**src/rtl/fir_wb_arbiter.sv**
```systemverilog
// Round-robin, cycle-locked Wishbone arbiter sharing the FIR slave port among NR_MASTERS masters.
// Optional bus-hang watchdog enabled by defining FIR_ARB_WATCHDOG_EN.
module fir_wb_arbiter #(
  parameter int NR_MASTERS = 2,
  parameter int TIMEOUT    = 256
) (
  input  logic                    clk,
  input  logic                    rst_sys_n,
  input  logic [32*NR_MASTERS-1:0] m_adr_i,
  input  logic [32*NR_MASTERS-1:0] m_dat_i,
  input  logic [4*NR_MASTERS-1:0]  m_sel_i,
  input  logic [NR_MASTERS-1:0]    m_we_i,
  input  logic [NR_MASTERS-1:0]    m_cyc_i,
  input  logic [NR_MASTERS-1:0]    m_stb_i,
  output logic [31:0]              m_dat_o,
  output logic [NR_MASTERS-1:0]    m_ack_o,
  output logic [NR_MASTERS-1:0]    m_err_o,
  output logic [31:0]              s_adr_o,
  output logic [31:0]              s_dat_o,
  output logic [3:0]               s_sel_o,
  output logic                     s_we_o,
  output logic                     s_cyc_o,
  output logic                     s_stb_o,
  input  logic [31:0]              s_dat_i,
  input  logic                     s_ack_i,
  input  logic                     s_err_i,
  output logic [NR_MASTERS-1:0]    grant_o
);
  localparam int GW = (NR_MASTERS > 1) ? $clog2(NR_MASTERS) : 1;

`ifdef FIR_ARB_WATCHDOG_EN
  typedef enum logic [1:0] {IDLE, BUSY, TERM} state_t;
`else
  typedef enum logic [1:0] {IDLE, BUSY} state_t;
`endif

  state_t                    state_q, state_d;
  logic [NR_MASTERS-1:0]     grant_d;
  logic [GW-1:0]             gidx_q, gidx_d, last_q, last_d, cand;
  logic                      found;

  logic [NR_MASTERS-1:0][31:0] adr_a, dat_a;
  logic [NR_MASTERS-1:0][3:0]  sel_a;

  for (genvar k = 0; k < NR_MASTERS; k++) begin : g_unpack
    assign adr_a[k] = m_adr_i[32*k +: 32];
    assign dat_a[k] = m_dat_i[32*k +: 32];
    assign sel_a[k] = m_sel_i[4*k +: 4];
  end

  assign m_dat_o = s_dat_i;

`ifdef FIR_ARB_WATCHDOG_EN
  localparam int WW = $clog2(TIMEOUT);
  logic [WW-1:0] wd_q;
  logic          wd_hit;

  // Fires on the cycle the count saturates while the beat is still unanswered.
  assign wd_hit = (state_q == BUSY) && m_cyc_i[gidx_q] && m_stb_i[gidx_q] &&
                  !s_ack_i && !s_err_i && (wd_q == WW'(TIMEOUT - 1));

  always_ff @(posedge clk or negedge rst_sys_n) begin
    if (!rst_sys_n)
      wd_q <= '0;
    else if (state_q == BUSY && s_stb_o && !s_ack_i && !s_err_i)
      wd_q <= wd_q + 1'b1;
    else
      wd_q <= '0;
  end
`else
  logic unused_timeout;
  assign unused_timeout = (TIMEOUT >= 2);
`endif

  always_comb begin
    state_d = state_q;
    grant_d = grant_o;
    gidx_d  = gidx_q;
    last_d  = last_q;
    cand    = '0;
    found   = 1'b0;
    s_adr_o = '0;
    s_dat_o = '0;
    s_sel_o = '0;
    s_we_o  = 1'b0;
    s_cyc_o = 1'b0;
    s_stb_o = 1'b0;
    m_ack_o = '0;
    m_err_o = '0;
    case (state_q)
      IDLE: begin
        // Search upward from the master after the last one served.
        for (int i = 1; i <= NR_MASTERS; i++) begin
          cand = GW'((int'(last_q) + i) % NR_MASTERS);
          if (!found && m_cyc_i[cand]) begin
            found  = 1'b1;
            gidx_d = cand;
          end
        end
        if (found) begin
          grant_d         = '0;
          grant_d[gidx_d] = 1'b1;
          state_d         = BUSY;
        end
      end
      BUSY: begin
        s_adr_o = adr_a[gidx_q];
        s_dat_o = dat_a[gidx_q];
        s_sel_o = sel_a[gidx_q];
        s_we_o  = m_we_i[gidx_q];
        s_cyc_o = m_cyc_i[gidx_q];
        s_stb_o = m_stb_i[gidx_q];
        m_ack_o[gidx_q] = s_ack_i & s_stb_o;
        m_err_o[gidx_q] = s_err_i & s_stb_o;
`ifdef FIR_ARB_WATCHDOG_EN
        if (wd_hit) begin
          s_cyc_o         = 1'b0;
          s_stb_o         = 1'b0;
          m_ack_o         = '0;
          m_err_o[gidx_q] = 1'b1;
          state_d         = TERM;
        end else
`endif
        if (!m_cyc_i[gidx_q]) begin
          state_d = IDLE;
          last_d  = gidx_q;
          grant_d = '0;
        end
      end
`ifdef FIR_ARB_WATCHDOG_EN
      TERM: begin
        if (!m_cyc_i[gidx_q]) begin
          state_d = IDLE;
          last_d  = gidx_q;
          grant_d = '0;
        end
      end
`endif
      default: state_d = IDLE;
    endcase
  end

  always_ff @(posedge clk or negedge rst_sys_n) begin
    if (!rst_sys_n) begin
      state_q <= IDLE;
      grant_o <= '0;
      gidx_q  <= '0;
      last_q  <= GW'(NR_MASTERS - 1);
    end else begin
      state_q <= state_d;
      grant_o <= grant_d;
      gidx_q  <= gidx_d;
      last_q  <= last_d;
    end
  end
endmodule

```
**config.mk**
```make
export PLATFORM = sky130hd
export DESIGN_NAME = fir_wb_arbiter
export DESIGN_NICKNAME = d
export VERILOG_FILES = /design/src/rtl/fir_wb_arbiter.sv
export SDC_FILE = /design/constraint.sdc
export NUM_CORES = 1
export LEC_CHECK = 0
export BUFFER_PORTS_ARGS = -buffer_cell sky130_fd_sc_hd__buf_2
export CAP_MARGIN = 20
export CORE_AREA = 2 2 112 114
export CTS_CLUSTER_DIAMETER = 60
export DETAILED_ROUTE_END_ITERATION = 7
export DIE_AREA = 0 0 114 116
export GPL_TIMING_DRIVEN = 1
export HOLD_SLACK_MARGIN = 0.02
export SYNTH_ARGS = -nofsm -noshare
export SYNTH_HDL_FRONTEND = slang
export SYNTH_SLANG_ARGS = --single-unit
```
**constraint.sdc**
```tcl
create_clock -name clk -period 1.6 [get_ports clk]
set_clock_uncertainty 0.1 [all_clocks]
set_input_delay 0.08 -clock clk [delete_from_list [all_inputs] [get_ports clk]]
set_output_delay 0.08 -clock clk [all_outputs]
set_load 0.05 [all_outputs]
```
**Yosys cells after proc, flatten, opt, wreduce, memory -nomap -nowiden**

Cells that the tools add are included.
W data, S select, Z words.

- $add $sub $neg: 2
- Reductions and logical operators: 9
- Bitwise gates (word level): 5
- Equal/unequal tests: 3
- Multiplexer cells: 40
- Magnitude comparators: 6

Operator list:

| kind | count |
|---|---|
| $mux W32 | 6 |
| $mux W1 | 22 |
| $mux W4 | 3 |
| $mux W2 | 5 |
| $lt A1 B2 Y1 const B | 4 |
| $pmux W2 S2 | 2 |
| $and A2 B2 Y2 | 2 |
| $ne A2 B2 Y1 const B | 2 |
| $reduce_and A2 Y1 | 2 |
| $logic_and A1 B1 Y1 | 3 |
| $reduce_and A3 Y1 | 1 |
| $add A1 B1 Y1 const B | 2 |
| $and A1 B1 Y1 | 2 |
| $demux W1 S1 | 2 |
| $eq A2 B1 Y1 const B | 1 |
| $ge A1 B1 Y1 const B | 2 |
| $logic_not A2 Y1 | 1 |
| $reduce_bool A2 Y1 | 1 |
| $logic_not A1 Y1 | 1 |
| $not A1 Y1 | 1 |

- Input bits: 178
- Register bits after elaboration: 6
- Output and inout port bits: 109
- Word-level logic and storage cells: 69

**Logic depth before layout (Yosys ltp)**

Gate-level depths: netlist (run 1).

- Depth after elaboration: 15
- Gate-level depth with buffers: 5
- Gate-level depth less buffers: 3

**Worst setup path after synthesis (run 1)**

No wires, ideal clock.

- Kind: reg-to-output
- Start point: reg gidx_q
- End point: out s_dat_o[10]
- Arrival: 1.594 ns
- Buffers on the path: 3
- Stages on the path, launching flop included: 6
- Setup slack: -0.174 ns
- Required time: 1.420 ns
- Path through: dfrtp_1 > buf_6 > buf_8 > buf_4 > mux2i_1 > nor2b_1

- Cells in the longest elaborated chain, start to end: 3

RTL lines:

| what | line | source |
|---|---|---|
| start, declared | 39 | `logic [GW-1:0] gidx_q, gidx_d, last_q, last_d, cand;` |
| start signal, assigned | 152 | `gidx_q <= gidx_d;` |
| $mux W32 (implied by the code) (2 in a row) | 108 | `s_dat_o = dat_a[gidx_q];` |
| $mux W32 | 90 | `case (state_q)` |
| end, declared | 19 | `output logic [31:0] s_dat_o,` |

Every way passes these cells. The select of a mux whose other input is x is not followed.

**Final worst setup path (run 1)**

- Start point: reg gidx_q
- End point: out s_adr_o[27]

- Cells in the longest elaborated chain, start to end: 3

RTL lines:

| what | line | source |
|---|---|---|
| $mux W32 (implied by the code) (2 in a row) | 107 | `s_adr_o = adr_a[gidx_q];` |
| $mux W32 | 90 |  |
| end, declared | 18 | `output logic [31:0] s_adr_o,` |

Every way passes these cells. The select of a mux whose other input is x is not followed.

==> reports/qor.txt, run 1 <==
Placement Rows = 40
Type of the setup path with the least slack = flop to output pin
Total number of H-tree levels = 1
Floorplan core area = 11,910 um^2
Worst min-delay path category = input port to output pin
Worst setup slack after placement = 0.06574 ns
Unrepaired setup endpoints after global routing = yes
Post-synthesis cell area = 1795 um^2
Vertical extent of the die = 116 um
Setup crit start = gidx_q$_DFFE_PN0N_
Detailed-route via count = 2,308
Biggest cell delay along the critical path = 0.48 ns
Bufs and invs on worst path = 3
Antenna Cells = 0
Post-route ant nets = 0
Max Slew Vio Count = 0
Vias in the first global route = 2,022
DRT iter0 DRCs = 38
Initial core utilization = 15.07%
Clock tree from TritonCTS = built
Number of buffer cells added on primary ports = 222
Weighted congestion at the end of routability-driven global placement = 0.7323
Crit-path slowest cell = sky130_fd_sc_hd__dfrtp_4
HPWL reported at the end of detailed placement = 5643 um
Cell types with the largest area share after synthesis = sky130_fd_sc_hd__mux2i_1, sky130_fd_sc_hd__nor2b_1, sky130_fd_sc_hd__buf_4
Area fraction of the dominant cell type after synthesis = 39.58%
NetSw = 0.003326 W
Post-synth EDFFs = 0
Violated checks = negative setup slack
Fraction of registers with async set or reset after synthesis = 100.0%
Worst hold slack = 0.06002 ns
Status = complete, but fails checks
Wire length of the first global-routing pass = 9687 um
Switching Fraction = 53.07%
Library cell occupying the most area in the post-synthesis netlist = sky130_fd_sc_hd__mux2i_1
Total wire length = 8493 um
Library cell used as clock root buffer = sky130_fd_sc_hd__clkbuf_16
Cell with the most instances on the worst path = sky130_fd_sc_hd__buf_6
Clock Latency Late Sink = 0.23 ns
Kind of cell adding the most delay to the critical path = flip-flops
Setup ws final = -0.07819 ns
Largest driver fanout on the critical path = 9
Max transition margin = 82.86%
Maximum capacitance violations = 0
Warnings from Yosys = 0
Combinational Power Share = 89.2%
Initial antenna violation count = 0
Most used DFF post-synth = sky130_fd_sc_hd__dfrtp_1
Pwr dens = 1639 nW/um^2
Number of sinks handled by clock tree synthesis = 5
Horiz. Die Dim = 114 um
Post-synthesis to final-layout area growth = 112.9%
Most frequent cell after synthesis = sky130_fd_sc_hd__nor2b_1
List of most frequent post-synthesis cells = sky130_fd_sc_hd__nor2b_1, sky130_fd_sc_hd__mux2i_1, sky130_fd_sc_hd__buf_4
Worst endpoint required time = 1.42 ns
Peak clock frequency supported by timing = 595.9 MHz
Worst path cell trace = buf_6 > buf_6 > mux2i_1 > nor2b_2 > buf_6
Max rail drop VDD = 0.7375 mV
Accumulated negative setup slack = -2.281 ns
Remaining DRCs = 0
Post-synthesis register bit count = 5
Net count, final = 596
Startpoint of the worst register-to-register path = gidx_q$_DFFE_PN0N_
Floorplan die area = 13,220 um^2
Fraction of layout cells with a size suffix above 1 = 80.34%
GR Overflow Total = 0
Element type at the critical path end = output pin
Standby leakage power = 1.994 nW
Critical path arrival = 1.50 ns
Clock transition at the register clock pins on the worst setup and hold paths after CTS = 0.03 ns
Number of setup violations in the final report = 64
Synth Net Count = 398
Tmin final = 1.678 ns
Hold path start = s_dat_i[13]
Total Power = 0.006267 W
Share of power burned in registers = 4.2%
Top-level port count = 287
Transition time of the tightest slew-check pin = 0.2589 ns
Drt wl/cell = 15.06 um
Overall routing resource usage = 9.169%
Number of buffers added by the clock tree synthesis step = 3
Synth cell types = 22
Maximum number of pins on one net before global-route repair = 37
Launching element type of the critical path = flop
Longest Clk Path Bufs = 2
Final core utilization = 32.09%
Mapped Cells = 220
Initial DRT Pass Iterations = 4
Vias per inst = 4.092
Sequential area share after synthesis = 7.038%
Post-route clock period utilization = 104.9%
Clock network fraction of total power = 6.6%
Mean instance size in the synthesized netlist = 8.161 um^2
Internal power component = 0.002941 W
Count of endpoints failing hold in the final timing report = 0
sequential cells by signal (all words and copies together) (netlist names):
signal,count
grant_o,2
last_q,1
state_q,1
gidx_q,1
layout by cell type, fill, tap and decap left out, types with 2 or more instances in the layout:
cell type,instances
sky130_fd_sc_hd__buf_4,15
sky130_fd_sc_hd__mux2i_2,13
sky130_fd_sc_hd__mux2i_4,2
sky130_fd_sc_hd__inv_1,2
sky130_fd_sc_hd__a21oi_1,2
sky130_fd_sc_hd__buf_12,3
sky130_fd_sc_hd__dfrtp_1,2
sky130_fd_sc_hd__buf_2,148
sky130_fd_sc_hd__nor2b_2,69
sky130_fd_sc_hd__and3_4,2
sky130_fd_sc_hd__clkbuf_16,7
sky130_fd_sc_hd__mux2i_1,57
sky130_fd_sc_hd__nor2b_1,2
sky130_fd_sc_hd__nand2b_1,2
sky130_fd_sc_hd__buf_6,69
sky130_fd_sc_hd__dfrtp_4,2
sky130_fd_sc_hd__buf_16,2
sky130_fd_sc_hd__and4_1,2
sky130_fd_sc_hd__nor2_1,3
sky130_fd_sc_hd__nand2_1,3
path summary, 6_finish.rpt:
| check | endpoint | cells after the start | slack [ns] |
|---|---|---|---|
| max | s_adr_o[27] | 5 | -0.08 |
| min | m_dat_o[13] | 0 | 0.06 |
| max reg2reg | grant_o[0]$_DFFE_PN0P_ | 6 | 0.05 |
| min reg2reg | grant_o[0]$_DFFE_PN0P_ | 1 | 0.42 |
| max in group asynchronous | last_q$_DFFE_PN1P_ | 2 | 1.08 |
| min in group asynchronous | grant_o[0]$_DFFE_PN0P_ | 2 | 0.11 |
power groups by stage:
| stage | combinational, W | clock (W) | sequential (W) |
|---|---|---|---|
| floorplan | 0.00368 | 0 | 0.000272 |
| global route | 0.00584 | 0.000437 | 0.000274 |
| finish | 0.00559 | 0.000413 | 0.000262 |
| global placement | 0.00425 | 0 | 0.000277 |
| CTS | 0.00457 | 0.000421 | 0.000272 |
| detailed placement | 0.00426 | 0 | 0.000278 |
layout make-up:
type | instances | area [um^2]
clock buffer | 4 | 78.83
fill | 1249 | 8089
inverter | 2 | 7.507
multi-input combinational | 163 | 1548
sequential | 5 | 133.9
tap | 147 | 183.9
timing repair buffer | 243 | 1871
routing by layer:
layer  up-vias  track usage (%)  share of wire [%]
met2       141            18.21                 54
met4         0            2.927                2.0
li1       1105                -                  -
met1      1040            9.228                 36
met3        22            2.458                8.3
met5         -                0                  0
repair_timing:
item | 4_1_cts | 5_1_grt
setup endpoints to repair | 73 | 73
pin swaps | 0 | 1
cloned | 0 | 7
hold buffers | 1 | 0
resized for setup | 66 | 105
buffers inserted | 1 | 4
endpoints found under the hold margin | 5 | 0
worst reg2reg max path, delay by kind of cell (launching register included):
kind                   cells  cell delay [ns]
flip-flops                 1             0.48
buffers and inverters      3             0.44
multiplexers               2             0.26
AO/OA/AOI/OAI              1             0.17
through the flow:
stage,cell area [um^2],cells
6_report,3822,564
5_1_grt,3822,564
4_1_cts,3296,553
3_5_place_dp,3030,547
3_3_place_gp,3030,547
2_1_floorplan,1968,220
cells by family after synthesis:
| logic type | count (synthesis) | synth area share (%) |
|---|---|---|
| simple gates | 84 | 28.71 |
| buf+inv | 52 | 20.77 |
| flops | 5 | 7.039 |
| mux | 72 | 40.84 |
| compound gates | 7 | 2.648 |
Power figures use the tool's default switching activity.
==> run 2, diff against run 1 <==
--- a/config.mk
+++ b/config.mk
@@ -13,6 +13,7 @@
 export DIE_AREA = 0 0 114 116
 export GPL_TIMING_DRIVEN = 1
 export HOLD_SLACK_MARGIN = 0.02
+export MAX_ROUTING_LAYER = met4
 export SYNTH_ARGS = -nofsm -noshare
 export SYNTH_HDL_FRONTEND = slang
 export SYNTH_SLANG_ARGS = --single-unit
==> run 2 against run 1 <==
  * The run still ends with negative setup slack left
  * Register-to-register slack barely moved
  * Die area is the same
  * Sequential cell count unchanged
  * Count of clock-buffer cells in the layout stayed put
  * Global-route usage up 0.29 points
  * Via count decreased by 1.0%
  * Sequential share of layout area unchanged
  * Critical path type unchanged
  * Critical endpoint unchanged
==> reports/qor.txt, run 2 (synthesis gave the netlist of run 1 again) <==
Accumulated negative setup slack = -2.333 ns
Initial core utilization = 15.07%
Setup ws final = -0.08325 ns
Floorplan core area = 11,910 um^2
Layout fillers = 1,249
Clock transition at the register clock pins on the worst setup and hold paths after CTS = 0.03 ns
Max rail drop VDD = 0.7367 mV
Floorplan die area = 13,220 um^2
Max Slew Vio Count = 0
Detailed-route via count = 2,285
Drt wl/cell = 15.07 um
Total number of H-tree levels = 1
Unrepaired setup endpoints after global routing = yes
Clock tree from TritonCTS = built
Post-synthesis to final-layout area growth = 112.9%
Maximum capacitance violations = 0
Register name with the most flops = grant_o
Longest Clk Path Bufs = 2
Horiz. Die Dim = 114 um
Initial DRT Pass Iterations = 4
Element type at the critical path end = output pin
Seq. cell area = 133.9 um^2
Placed inst area = 3030 um^2
Number of buffer cells added on primary ports = 222
Post-route clock period utilization = 105.2%
Tmin final = 1.683 ns
Library cell used as clock root buffer = sky130_fd_sc_hd__clkbuf_16
Transition time of the tightest slew-check pin = 0.2579 ns
Most crowded layer after global routing = met2
Maximum number of pins on one net before global-route repair = 37
Worst min-delay path category = input port to output pin
Vias per inst = 4.051
Clock Latency Late Sink = 0.23 ns
Max reg flops = 2
Net count, final = 596
Number of setup violations in the final report = 65
Overall routing resource usage = 9.460%
Wire length of the first global-routing pass = 9694 um
Placed insts = 547
HPWL reported at the end of detailed placement = 5643 um
Top-level port count = 287
Non-filler cells in the finished layout = 564
Critical path arrival = 1.50 ns
Antenna Cells = 0
Fraction of layout cells with a size suffix above 1 = 80.34%
Max transition margin = 82.92%
Initial antenna violation count = 0
Violated checks = negative setup slack
Status = complete, but fails checks
Peak clock frequency supported by timing = 594.1 MHz
Met1 Resource Use GR = 9.322%
Worst endpoint required time = 1.42 ns
GR Overflow Total = 0
Worst hold slack = 0.06002 ns
Final Cell Area = 3822 um^2
Weighted congestion at the end of routability-driven global placement = 0.7413
Total Power = 0.006269 W
Number of buffers added by the clock tree synthesis step = 3
Met2 usage = 18.17%
Most common library cell in the layout ignoring fill and taps = sky130_fd_sc_hd__buf_2
Vias in the first global route = 2,023
Largest driver fanout on the critical path = 9
Count of endpoints failing hold in the final timing report = 0
Vertical extent of the die = 116 um
DRT iter0 DRCs = 37
Leading cell types in the layout, fill and taps excluded = sky130_fd_sc_hd__buf_2, sky130_fd_sc_hd__nor2b_2, sky130_fd_sc_hd__buf_6, sky130_fd_sc_hd__mux2i_1, sky130_fd_sc_hd__buf_4
Placement Rows = 40
Total wire length = 8502 um
Post-route ant nets = 0
Area occupied by multi-input gates = 1548 um^2
Remaining DRCs = 0
Type of the setup path with the least slack = flop to output pin
Fraction of met3 tracks used by global routing = 2.406%
Number of sinks handled by clock tree synthesis = 5
Standby leakage power = 1.994 nW
Pwr dens = 1640 nW/um^2
Launching element type of the critical path = flop
## run 2: worst paths after layout
| kind | depth (start not counted) | to | startpoint | slack (ns) |
|---|---|---|---|---|
| worst max-delay path | 5 | s_adr_o[27] | gidx_q$_DFFE_PN0N_ | -0.08 |
| worst min-delay path | 0 | m_dat_o[13] | s_dat_i[13] | 0.06 |
| worst max register to register | 6 | grant_o[0]$_DFFE_PN0P_ | gidx_q$_DFFE_PN0N_ | 0.05 |
| worst min register to register | 1 | grant_o[0]$_DFFE_PN0P_ | grant_o[0]$_DFFE_PN0P_ | 0.42 |
| max in group asynchronous | 2 | last_q$_DFFE_PN1P_ | rst_sys_n | 1.08 |
| min in group asynchronous | 2 | grant_o[0]$_DFFE_PN0P_ | rst_sys_n | 0.11 |
## run 2: power breakdown
part / total [W] / leakage [nW] / internal (W) / switching (W)
logic: 0.00559 / 1.90 / 0.00242 / 0.00318
registers: 0.000262 / 0.0572 / 0.000193 / 0.0000686
clock network: 0.000414 / 0.0382 / 0.000330 / 0.0000838
total: 0.00627 / 1.99 / 0.00294 / 0.00333
## run 2: worst max-delay path, stage by stage (launching register included)
cell	delay [ns]
sky130_fd_sc_hd__dfrtp_4	0.48
sky130_fd_sc_hd__buf_6	0.15
sky130_fd_sc_hd__buf_6	0.16
sky130_fd_sc_hd__mux2i_1	0.14
sky130_fd_sc_hd__nor2b_2	0.16
sky130_fd_sc_hd__buf_6	0.17
## run 2: timing repair
| action | 4_1_cts | 5_1_grt |
|---|---|---|
| setup buffers | 1 | 4 |
| hold buffers | 1 | 0 |
| setup endpoints to repair | 73 | 73 |
| pin swaps | 0 | 1 |
| cloned | 0 | 7 |
| hold endpoints to repair | 5 | 0 |
| resized for setup | 66 | 105 |
## run 2: per-stage QoR
| step | utilization, % | setup WS, ns |
|---|---|---|
| floorplan | - | 0.0002257 |
| finish | 32.09 | -0.08325 |
| CTS | 27.67 | -0.1037 |
| global route | 32.09 | -0.1259 |
| global placement | 25.44 | 0.08645 |
| detailed placement | 25.44 | 0.06574 |
## run 2: final cells by class
type,count,share of cell area [%]
multi-input cells,163,40.49
well taps,147,4.812
flip-flops and latches,5,3.502
inverters,2,0.1964
repair buffers,243,48.94
clock buffers,4,2.062
## run 2: metal layers
metal  share of wire, %  wire length, um
met1                 36             3080
met2                 54             4569
met3                8.0              682
met4                2.0              170
met5                  0                0
==> run 3, diff against run 2 <==
--- a/config.mk
+++ b/config.mk
@@ -14,6 +14,7 @@
 export GPL_TIMING_DRIVEN = 1
 export HOLD_SLACK_MARGIN = 0.02
 export MAX_ROUTING_LAYER = met4
+export SKIP_LAST_GASP = 1
 export SYNTH_ARGS = -nofsm -noshare
 export SYNTH_HDL_FRONTEND = slang
 export SYNTH_SLANG_ARGS = --single-unit
==> run 3 against run 2 <==
  * The flow still finishes with violations (negative setup slack)
  * Sequential share of layout area unchanged
  * Non-clock buffer count unchanged
  * Design area unchanged
  * Clock power about the same
  * Maximum frequency unchanged
  * Sequential cell count unchanged
  * Combinational power about the same
==> reports/qor.txt, run 3 (synthesis gave the netlist of run 1 again) <==
Status = complete, but fails checks
Violated checks = negative setup slack
Clock tree from TritonCTS = built
Number of buffer cells added on primary ports = 222
Leading cell types in the layout, fill and taps excluded = sky130_fd_sc_hd__buf_2, sky130_fd_sc_hd__nor2b_2, sky130_fd_sc_hd__buf_6, sky130_fd_sc_hd__mux2i_1, sky130_fd_sc_hd__buf_4
Max transition margin = 82.91%
Net count, final = 596
Initial core utilization = 15.07%
Final Cell Area = 3822 um^2
Register name with the most flops = grant_o
Critical path arrival = 1.50 ns
Element type at the critical path end = output pin
Worst min-delay path category = input port to output pin
Register-to-register path setup slack = 0.05 ns
Wire length of the first global-routing pass = 9694 um
Vias in the first global route = 2,023
GR Overflow Total = 0
Count of endpoints failing hold in the final timing report = 0
Initial antenna violation count = 0
Clock Latency Late Sink = 0.23 ns
Setup ws final = -0.08325 ns
Number of sinks handled by clock tree synthesis = 5
Setup crit start = gidx_q$_DFFE_PN0N_
FF-to-FF End = grant_o[0]$_DFFE_PN0P_
Clock transition at the register clock pins on the worst setup and hold paths after CTS = 0.03 ns
Worst endpoint required time = 1.42 ns
Type of the setup path with the least slack = flop to output pin
Most common library cell in the layout ignoring fill and taps = sky130_fd_sc_hd__buf_2
Transition time of the tightest slew-check pin = 0.2582 ns
Floorplan die area = 13,220 um^2
Initial DRT Pass Iterations = 4
Largest driver fanout on the critical path = 9
Post-synthesis to final-layout area growth = 112.9%
Placement Rows = 40
Max reg flops = 2
Launching element type of the critical path = flop
Post-route ant nets = 0
Drt wl/cell = 15.08 um
Horiz. Die Dim = 114 um
Vertical extent of the die = 116 um
Floorplan core area = 11,910 um^2
Startpoint of the worst register-to-register path = gidx_q$_DFFE_PN0N_
Weighted congestion at the end of routability-driven global placement = 0.7413
Total number of H-tree levels = 1
Hold path start = s_dat_i[13]
DRT iter0 DRCs = 35
Maximum capacitance violations = 0
Placed inst area = 3030 um^2
Sink of the worst hold path = m_dat_o[13]
Total wire length = 8504 um
Top-level port count = 287
Max rail drop VDD = 0.7368 mV
Longest Clk Path Bufs = 2
Final core utilization = 32.09%
Unrepaired setup endpoints after global routing = yes
Peak clock frequency supported by timing = 594.1 MHz
HPWL reported at the end of detailed placement = 5643 um
Reg2Reg Depth = 6
Worst hold stages = 0
Number of setup violations in the final report = 65
Detailed-route via count = 2,285
Number of buffers added by the clock tree synthesis step = 3
Layout fillers = 1,249
Overall routing resource usage = 9.460%
Maximum number of pins on one net before global-route repair = 37
Library cell used as clock root buffer = sky130_fd_sc_hd__clkbuf_16
Standby leakage power = 1.994 nW
Pwr dens = 1640 nW/um^2
Post-route clock period utilization = 105.2%
Tmin final = 1.683 ns
Fraction of layout cells with a size suffix above 1 = 80.34%
Remaining DRCs = 0
Worst hold slack = 0.06002 ns
Antenna Cells = 0
Max Slew Vio Count = 0
Vias per inst = 4.051
[run 3: what timing repair did]
action                                 4_1_cts  5_1_grt
cloned                                       0        7
setup endpoints to repair                   73       74
resized for setup                           65      107
buffers inserted                             1        4
endpoints found under the hold margin        5        0
hold buffers                                 1        0
pin swaps                                    0        1
[run 3: where the power goes]
part | switching (W) | internal, W | total, W
logic | 0.00318 | 0.00242 | 0.00559
registers | 0.0000686 | 0.000193 | 0.000262
clock network | 0.0000838 | 0.000330 | 0.000414
total | 0.00333 | 0.00294 | 0.00627
[run 3: critical path, cell delays in order, from the launching register on]
cell                      delay, ns
sky130_fd_sc_hd__dfrtp_4       0.48
sky130_fd_sc_hd__buf_6         0.15
sky130_fd_sc_hd__buf_6         0.16
sky130_fd_sc_hd__mux2i_1       0.14
sky130_fd_sc_hd__nor2b_2       0.16
sky130_fd_sc_hd__buf_6         0.17
[run 3: routing by layer]
layer / GRT usage [%] / up-vias / routed length (um)
met3: 2.406 / 22 / 686
met2: 18.17 / 141 / 4568
met5: - / - / 0
met1: 9.322 / 1017 / 3078
met4: 2.927 / 0 / 170
li1: - / 1105 / -
[run 3: worst max-delay path by stage]
stage,endpoint,slack [ns],depth (start not counted)
3_3_place_gp,grant_o[0]$_DFFE_PN0P_,0.09,4
6_report,s_adr_o[27],-0.08,5
4_1_cts,s_adr_o[20],-0.10,4
2_1_floorplan,s_adr_o[31],0.0002,4
5_1_grt,s_adr_o[25],-0.13,5
3_5_place_dp,grant_o[0]$_DFFE_PN0P_,0.07,4
[run 3: metrics by stage]
stage                     setup WS, ns  power, W  cells  TNS, ns
after floorplan              0.0002257  0.003953    220        0
after global placement         0.08645  0.004527    547        0
after detailed placement       0.06574  0.004538    547        0
after CTS                      -0.1037  0.005255    553   -1.907
after global routing           -0.1259  0.006549    564   -6.271
final                         -0.08325  0.006269    564   -2.332
[run 3: area by class of cell]
cell class	instances	area (um^2)	share of cell area (%)
Timing Repair Buffer	243	1871	48.94
Multi-Input combinational cell	163	1548	40.49
Tap cell	147	183.9	4.812
Sequential cell	5	133.9	3.502
Clock buffer	4	78.83	2.062
Inverter	2	7.507	0.1964
